===== src/rtl/tcm_dport_arb_pkg.sv =====
// Shared types and defaults for the tcm_mem data-port arbiter.
// - mst_e      : master identifier carried through the ID FIFO
// - DEF_DEPTH  : default number of outstanding requests
// - DEF_TAG_W  : default request/response tag width
package tcm_dport_arb_pkg;

  typedef enum logic {
    MST_M0 = 1'b0,  // riscv_core data port
    MST_M1 = 1'b1   // loader / DMA requester
  } mst_e;

  localparam int DEF_DEPTH = 4;
  localparam int DEF_TAG_W = 11;

endpackage


===== src/rtl/tcm_dport_arb_id_fifo.sv =====
// In-order ID FIFO: remembers which master issued each outstanding request
// so the matching response can be routed back.
// Ports:
//   clk_i, rst_ni       clock, asynchronous active-low reset
//   push_i, push_id_i   store a master ID (ignored while full)
//   pop_i               drop the head entry (ignored while empty)
//   head_o              master ID at the head
//   full_o, empty_o     derived from the registered count
//   count_o             number of stored entries (0..DEPTH)
module tcm_dport_arb_id_fifo
  import tcm_dport_arb_pkg::*;
#(
  parameter int DEPTH = DEF_DEPTH
) (
  input  logic                     clk_i,
  input  logic                     rst_ni,
  input  logic                     push_i,
  input  mst_e                     push_id_i,
  input  logic                     pop_i,
  output mst_e                     head_o,
  output logic                     full_o,
  output logic                     empty_o,
  output logic [$clog2(DEPTH):0]   count_o
);

  localparam int PTR_W = $clog2(DEPTH);
  localparam int CNT_W = PTR_W + 1;
  localparam logic [CNT_W-1:0] FULL_CNT = CNT_W'(DEPTH);

  logic [DEPTH-1:0] mem;
  logic [PTR_W-1:0] wr_ptr;
  logic [PTR_W-1:0] rd_ptr;
  logic [CNT_W-1:0] count;
  logic             do_push;
  logic             do_pop;

  assign full_o  = (count == FULL_CNT);
  assign empty_o = (count == '0);
  assign count_o = count;
  assign head_o  = mst_e'(mem[rd_ptr]);

  assign do_push = push_i && !full_o;
  assign do_pop  = pop_i && !empty_o;

  // Pointers are PTR_W bits wide and wrap on their own; DEPTH is a power of 2.
  always_ff @(posedge clk_i or negedge rst_ni) begin
    if (!rst_ni) begin
      mem    <= '0;
      wr_ptr <= '0;
      rd_ptr <= '0;
      count  <= '0;
    end else begin
      if (do_push) begin
        mem[wr_ptr] <= push_id_i;
        wr_ptr      <= wr_ptr + 1'b1;
      end
      if (do_pop) begin
        rd_ptr <= rd_ptr + 1'b1;
      end
      case ({do_push, do_pop})
        2'b10:   count <= count + 1'b1;
        2'b01:   count <= count - 1'b1;
        default: count <= count;
      endcase
    end
  end

endmodule


===== src/rtl/tcm_dport_arb.sv =====
// Two-master arbiter in front of the tcm_mem data port.
// M0 = riscv_core data port, M1 = loader/DMA. tcm_mem sees a single requester;
// responses come back in order and are steered by an ID FIFO.
// Ports:
//   clk_i, rst_ni                        clock, asynchronous active-low reset
//   mN_* (N = 0, 1)                      master request inputs / response outputs
//   s_*_o                                request towards tcm_mem
//   s_*_i                                accept and response from tcm_mem
//   outstanding_o                        requests in flight
//   unexp_ack_o                          sticky: ack seen with no request in flight
//
// Handshake: a request is presented while rd or any write strobe is set and
// is held until the master sees mN_accept_o=1 in a cycle; that cycle the
// request is issued to tcm_mem (s_accept_i=1) and its master ID is queued.
module tcm_dport_arb
  import tcm_dport_arb_pkg::*;
#(
  parameter int DEPTH = DEF_DEPTH,
  parameter int TAG_W = DEF_TAG_W,
  parameter bit RR_EN = 1'b1
) (
  input  logic                   clk_i,
  input  logic                   rst_ni,
  input  logic [31:0]            m0_addr_i,
  input  logic [31:0]            m0_data_wr_i,
  input  logic                   m0_rd_i,
  input  logic [3:0]             m0_wr_i,
  input  logic [TAG_W-1:0]       m0_req_tag_i,
  output logic                   m0_accept_o,
  output logic                   m0_ack_o,
  output logic [31:0]            m0_data_rd_o,
  output logic                   m0_error_o,
  output logic [TAG_W-1:0]       m0_resp_tag_o,
  input  logic [31:0]            m1_addr_i,
  input  logic [31:0]            m1_data_wr_i,
  input  logic                   m1_rd_i,
  input  logic [3:0]             m1_wr_i,
  input  logic [TAG_W-1:0]       m1_req_tag_i,
  output logic                   m1_accept_o,
  output logic                   m1_ack_o,
  output logic [31:0]            m1_data_rd_o,
  output logic                   m1_error_o,
  output logic [TAG_W-1:0]       m1_resp_tag_o,
  output logic [31:0]            s_addr_o,
  output logic [31:0]            s_data_wr_o,
  output logic                   s_rd_o,
  output logic [3:0]             s_wr_o,
  output logic [TAG_W-1:0]       s_req_tag_o,
  input  logic                   s_accept_i,
  input  logic                   s_ack_i,
  input  logic [31:0]            s_data_rd_i,
  input  logic                   s_error_i,
  input  logic [TAG_W-1:0]       s_resp_tag_i,
  output logic [$clog2(DEPTH):0] outstanding_o,
  output logic                   unexp_ack_o
);

  logic req0;
  logic req1;
  logic fifo_full;
  logic fifo_empty;
  logic gnt_vld;
  mst_e gnt_id;
  mst_e rr_ptr;
  mst_e head_id;
  logic issue;
  logic pop;

  assign req0 = m0_rd_i | (|m0_wr_i);
  assign req1 = m1_rd_i | (|m1_wr_i);

  // Grant depends only on requests, the RR pointer and the registered full
  // flag, so an ack in the same cycle never frees a slot combinationally.
  // Everything is forced idle while reset is asserted.
  always_comb begin
    gnt_vld = 1'b0;
    gnt_id  = MST_M0;
    if (rst_ni && !fifo_full) begin
      if (req0 && req1) begin
        gnt_vld = 1'b1;
        gnt_id  = RR_EN ? rr_ptr : MST_M0;
      end else if (req0) begin
        gnt_vld = 1'b1;
        gnt_id  = MST_M0;
      end else if (req1) begin
        gnt_vld = 1'b1;
        gnt_id  = MST_M1;
      end
    end
  end

  // Request mux: without a grant the strobes are low and the payload shows M0.
  always_comb begin
    s_addr_o    = m0_addr_i;
    s_data_wr_o = m0_data_wr_i;
    s_req_tag_o = m0_req_tag_i;
    s_rd_o      = 1'b0;
    s_wr_o      = 4'h0;
    if (!rst_ni) begin
      s_addr_o    = '0;
      s_data_wr_o = '0;
      s_req_tag_o = '0;
    end else if (gnt_vld && gnt_id == MST_M1) begin
      s_addr_o    = m1_addr_i;
      s_data_wr_o = m1_data_wr_i;
      s_req_tag_o = m1_req_tag_i;
      s_rd_o      = m1_rd_i;
      s_wr_o      = m1_wr_i;
    end else if (gnt_vld) begin
      s_rd_o      = m0_rd_i;
      s_wr_o      = m0_wr_i;
    end
  end

  // A grant always carries rd or a strobe, so grant+accept is an issue.
  assign issue       = gnt_vld && s_accept_i;
  assign m0_accept_o = issue && (gnt_id == MST_M0);
  assign m1_accept_o = issue && (gnt_id == MST_M1);

  always_ff @(posedge clk_i or negedge rst_ni) begin
    if (!rst_ni) begin
      rr_ptr <= MST_M0;
    end else if (issue) begin
      rr_ptr <= (gnt_id == MST_M0) ? MST_M1 : MST_M0;
    end
  end

  tcm_dport_arb_id_fifo #(
    .DEPTH (DEPTH)
  ) u_id_fifo (
    .clk_i     (clk_i),
    .rst_ni    (rst_ni),
    .push_i    (issue),
    .push_id_i (gnt_id),
    .pop_i     (pop),
    .head_o    (head_id),
    .full_o    (fifo_full),
    .empty_o   (fifo_empty),
    .count_o   (outstanding_o)
  );

  // Response demux: an ack with nothing in flight is dropped here.
  assign pop      = s_ack_i && !fifo_empty;
  assign m0_ack_o = pop && (head_id == MST_M0);
  assign m1_ack_o = pop && (head_id == MST_M1);

  assign m0_data_rd_o  = m0_ack_o ? s_data_rd_i  : '0;
  assign m0_error_o    = m0_ack_o ? s_error_i    : 1'b0;
  assign m0_resp_tag_o = m0_ack_o ? s_resp_tag_i : '0;
  assign m1_data_rd_o  = m1_ack_o ? s_data_rd_i  : '0;
  assign m1_error_o    = m1_ack_o ? s_error_i    : 1'b0;
  assign m1_resp_tag_o = m1_ack_o ? s_resp_tag_i : '0;

  always_ff @(posedge clk_i or negedge rst_ni) begin
    if (!rst_ni) begin
      unexp_ack_o <= 1'b0;
    end else if (s_ack_i && fifo_empty) begin
      unexp_ack_o <= 1'b1;
    end
  end

endmodule

===== config.mk =====
export PLATFORM = sky130hd
export DESIGN_NAME = tcm_dport_arb
export DESIGN_NICKNAME = d
export VERILOG_FILES = /design/src/rtl/tcm_dport_arb_pkg.sv /design/src/rtl/tcm_dport_arb_id_fifo.sv /design/src/rtl/tcm_dport_arb.sv
export SDC_FILE = /design/constraint.sdc
export NUM_CORES = 1
export LEC_CHECK = 0
export BUFFER_PORTS_ARGS = -buffer_cell sky130_fd_sc_hd__buf_2
export CAP_MARGIN = 0
export CORE_AREA = 3 3 148 150
export CTS_CLUSTER_DIAMETER = 150
export DETAILED_ROUTE_END_ITERATION = 16
export DIE_AREA = 0 0 151 153
export GPL_TIMING_DRIVEN = 0
export PLACE_DENSITY = 0.42
export SLEW_MARGIN = 30
export SYNTH_ARGS = -nofsm -noshare
export SYNTH_HDL_FRONTEND = slang
export SYNTH_SLANG_ARGS = --single-unit

===== constraint.sdc =====
create_clock -name clk_i -period 2.6 [get_ports clk_i]
set_clock_uncertainty 0.1 [all_clocks]
set_input_delay 0.26 -clock clk_i [delete_from_list [all_inputs] [get_ports clk_i]]
set_output_delay 0.26 -clock clk_i [all_outputs]
set_load 0.02 [all_outputs]

==> impl_metrics.csv <==
group,metric,value,unit
place,dp_cells,1104,
synth,synth_nets,660,
critical_path,path_class,"reg2out",
critical_path,crit_fanout,10,
critical_path,worstPathArrival,2.15,ns
synth,synth-edff-count,0,
die,ios,384,
timing,setup_viol,0,
power_and_ir_drop,powerDensity,878.0,nW/µm²
global_routing,grt_pass1_vias,4225,
synth,syn_area,2879,µm²
timing,hold_violations,0,
timing,finalCritPeriodShare,0.9656,
power_and_ir_drop,ir_drop,0.2221,mV
global_routing,grt_overflow_total,0,
final_layout,n_fill_cell,2417,
synth,syn_avg_cell_area,6.455,µm²
die,dieArea,23100,µm²
clock_network,path_clk_slew,0.04,ns
clock_network,h-tree-depth,1,
place,dp_hpwl,14290,µm
timing,slew_headroom,0.5961,
synth,syn_inst,446,
final_layout,area_growth,85.57,%
synth,synth_ff_type,"dfrtp_1",
min_path,hp-class,"in2reg",
critical_path,required,2.24,ns
timing,maxSlewViolCount,0,
timing,rsz0062_at_grt,"no",
final_layout,fin_nets,1054,
synth,yosys.cell_count.top_type,"nand2_1",
timing,fin_hold_ws,0.1434,ns
route,vias_per_cell,4.074,
clock_network,clock_path_buffers,2,
run,maxCapViolations,0,
timing,fmax,0.3983,GHz
route,drc,0,
global_routing,grt_max_degree,14,
synth,synth_top_cell_by_area,"o21ai_2",
final_layout,final_cells,1115,
critical_path,worstSetupEndpointType,"output port",
timing,max_slew.worst_pin.slew,0.6039,ns
place,place_congestion,0.8909,
place,dp_slack,-0.5336,ns
timing,fin_crit,2.511,ns
clock_network,cts_inserted_buffers,3,
route,vias,4543,
global_routing,antenna_found_initial,0,
route,ant_nets,0,
die,fp.dieH,153,µm
die,start_util,0.1383,
route,wl_per_cell,15.10,µm
power_and_ir_drop,finalPower,4.691,mW
place,io_buffers,383,
timing,finalWorstSetupSlack,0.08947,ns
die,core-area,20820,µm²
die,die_x,151,µm
route,finalWirelength,16830,µm
place,dpl_cell_area,5140,µm²
route,drt_first_pass_iters,4,
clock_network,clock-sinks,13,
final_layout,stdcell_area,5343,µm²
synth,synth_top_area_frac,0.1825,
global_routing,grt_pass1_wl,24210,µm
clock_network,cts_root_buffer,"clkbuf_16",
synth,synthTopCellsByCount,"85 x nand2_1, 79 x nand3_1, 60 x o21ai_2",
synth,synthTopCellsByArea,"o21ai_2 18%, nand3_1 14%, dfrtp_1 11%",
final_layout,finalCoreUtilization,0.2566,
synth,synthArstFlopShare,1.000,
synth,ys_warn_count,0,
clock_network,clk_latency,0.24,ns
synth,ys_ff_latch,13,
global_routing,grt_usage,0.1302,
timing,setup_tns,0,ns
route,drtIter0Drc,154,
die,rows,53,
synth,synth_seq_area_share,0.1130,
synth,yosys.cell_types.count,32,
outcome,outcome,"finished, final reports clean",
final_layout,layout-drive-gt1-share,0.5924,
power_and_ir_drop,leakagePower,3.134,nW
clock_network,cts_tree,"yes",
critical_path,cp-start-kind,"flip-flop",
## kinds of logic after synthesis
kind of cell | synth area share
AOI/OAI and AO/OA | 0.2269
muxes | 0.03085
adders and majority gates | 0.02868
DFF | 0.1130
xor gates and xnor gates | 0.01825
buffers and inverters | 0.09431
and+or+nand+nor | 0.4881
## final cells by class
class                      count  area, µm²  area share
clock buffer                   4      78.83     0.01475
multi-input combinational    376       2326      0.4354
tap                          275      344.1     0.06440
buffer                        47      255.2     0.04778
sequential                    13      326.6     0.06112
antenna                        1      2.502   0.0004684
timing repair buffer         391       1979      0.3705
inverter                       8      30.03    0.005621
## cell usage in the layout, fill, tap and decap left out, types with 2 or more instances in the layout
cell,netlist,routed
a21oi_1,2,2
inv_1,8,7
clkbuf_16,0,3
clkbuf_1,34,21
buf_4,0,8
ha_1,5,4
nand2_1,85,84
o21ai_0,20,19
mux2_2,5,5
buf_6,7,7
nor3_1,7,7
dfrtp_1,13,12
nor2_1,4,3
o21ai_2,60,59
xor2_1,2,2
or4_4,1,2
xnor2_1,4,4
nand3_1,79,79
and3_1,45,45
clkbuf_2,2,14
and2_1,46,46
buf_2,2,387
## flip-flops by register name (all words and copies together) (netlist names)
register	count
u_id_fifo.mem	4
u_id_fifo.count_o	3
u_id_fifo.rd_ptr	2
u_id_fifo.wr_ptr	2
rr_ptr	1
unexp_ack_o	1
## path summary, 6_finish.rpt
kind	end	startpoint	depth (start not counted)	slack (ns)
min in group asynchronous	u_id_fifo.count_o[2]$_DFFE_PN0P_	rst_ni	2	0.49
min	unexp_ack_o$_DFFE_PN0P_	s_ack_i	2	0.14
max in group asynchronous	u_id_fifo.count_o[0]$_DFFE_PN0P_	rst_ni	2	1.48
max	s_data_wr_o[12]	u_id_fifo.count_o[1]$_DFFE_PN0P_	7	0.09
min reg2reg	unexp_ack_o$_DFFE_PN0P_	unexp_ack_o$_DFFE_PN0P_	1	0.35
max reg2reg	u_id_fifo.count_o[2]$_DFFE_PN0P_	u_id_fifo.count_o[1]$_DFFE_PN0P_	10	0.23
## layer usage
metal	share of wire	track usage	up-vias
met3	0.064	0.02164	10
met5	0	0	-
met4	0.0062	0.01123	0
met1	0.43	0.1730	2040
li1	-	-	2328
met2	0.50	0.2291	165
## worst max-delay path, cell delays in order, from the launching register on
cell	delay, ns
dfrtp_1	0.40
or3b_4	0.45
o211a_4	0.20
and2_4	0.18
buf_6	0.16
buf_6	0.16
o21ai_2	0.16
buf_2	0.19
## repair_timing
item | 4_1_cts | 5_1_grt
hold endpoints to repair | 13 | 0
resized for setup | 18 | 20
hold buffers | 1 | 0
setup buffers | 3 | 4
endpoints found under the setup margin | 123 | 117
pin swaps | 2 | 2
## power breakdown
part	internal (mW)	leakage, nW	total (mW)	switching (mW)
Combinational	1.43	2.94	4.02	2.60
Clock	0.206	0.0382	0.285	0.0787
Sequential	0.304	0.153	0.382	0.0778
Total	1.94	3.13	4.69	2.75
(Power assumes the default switching activity.)
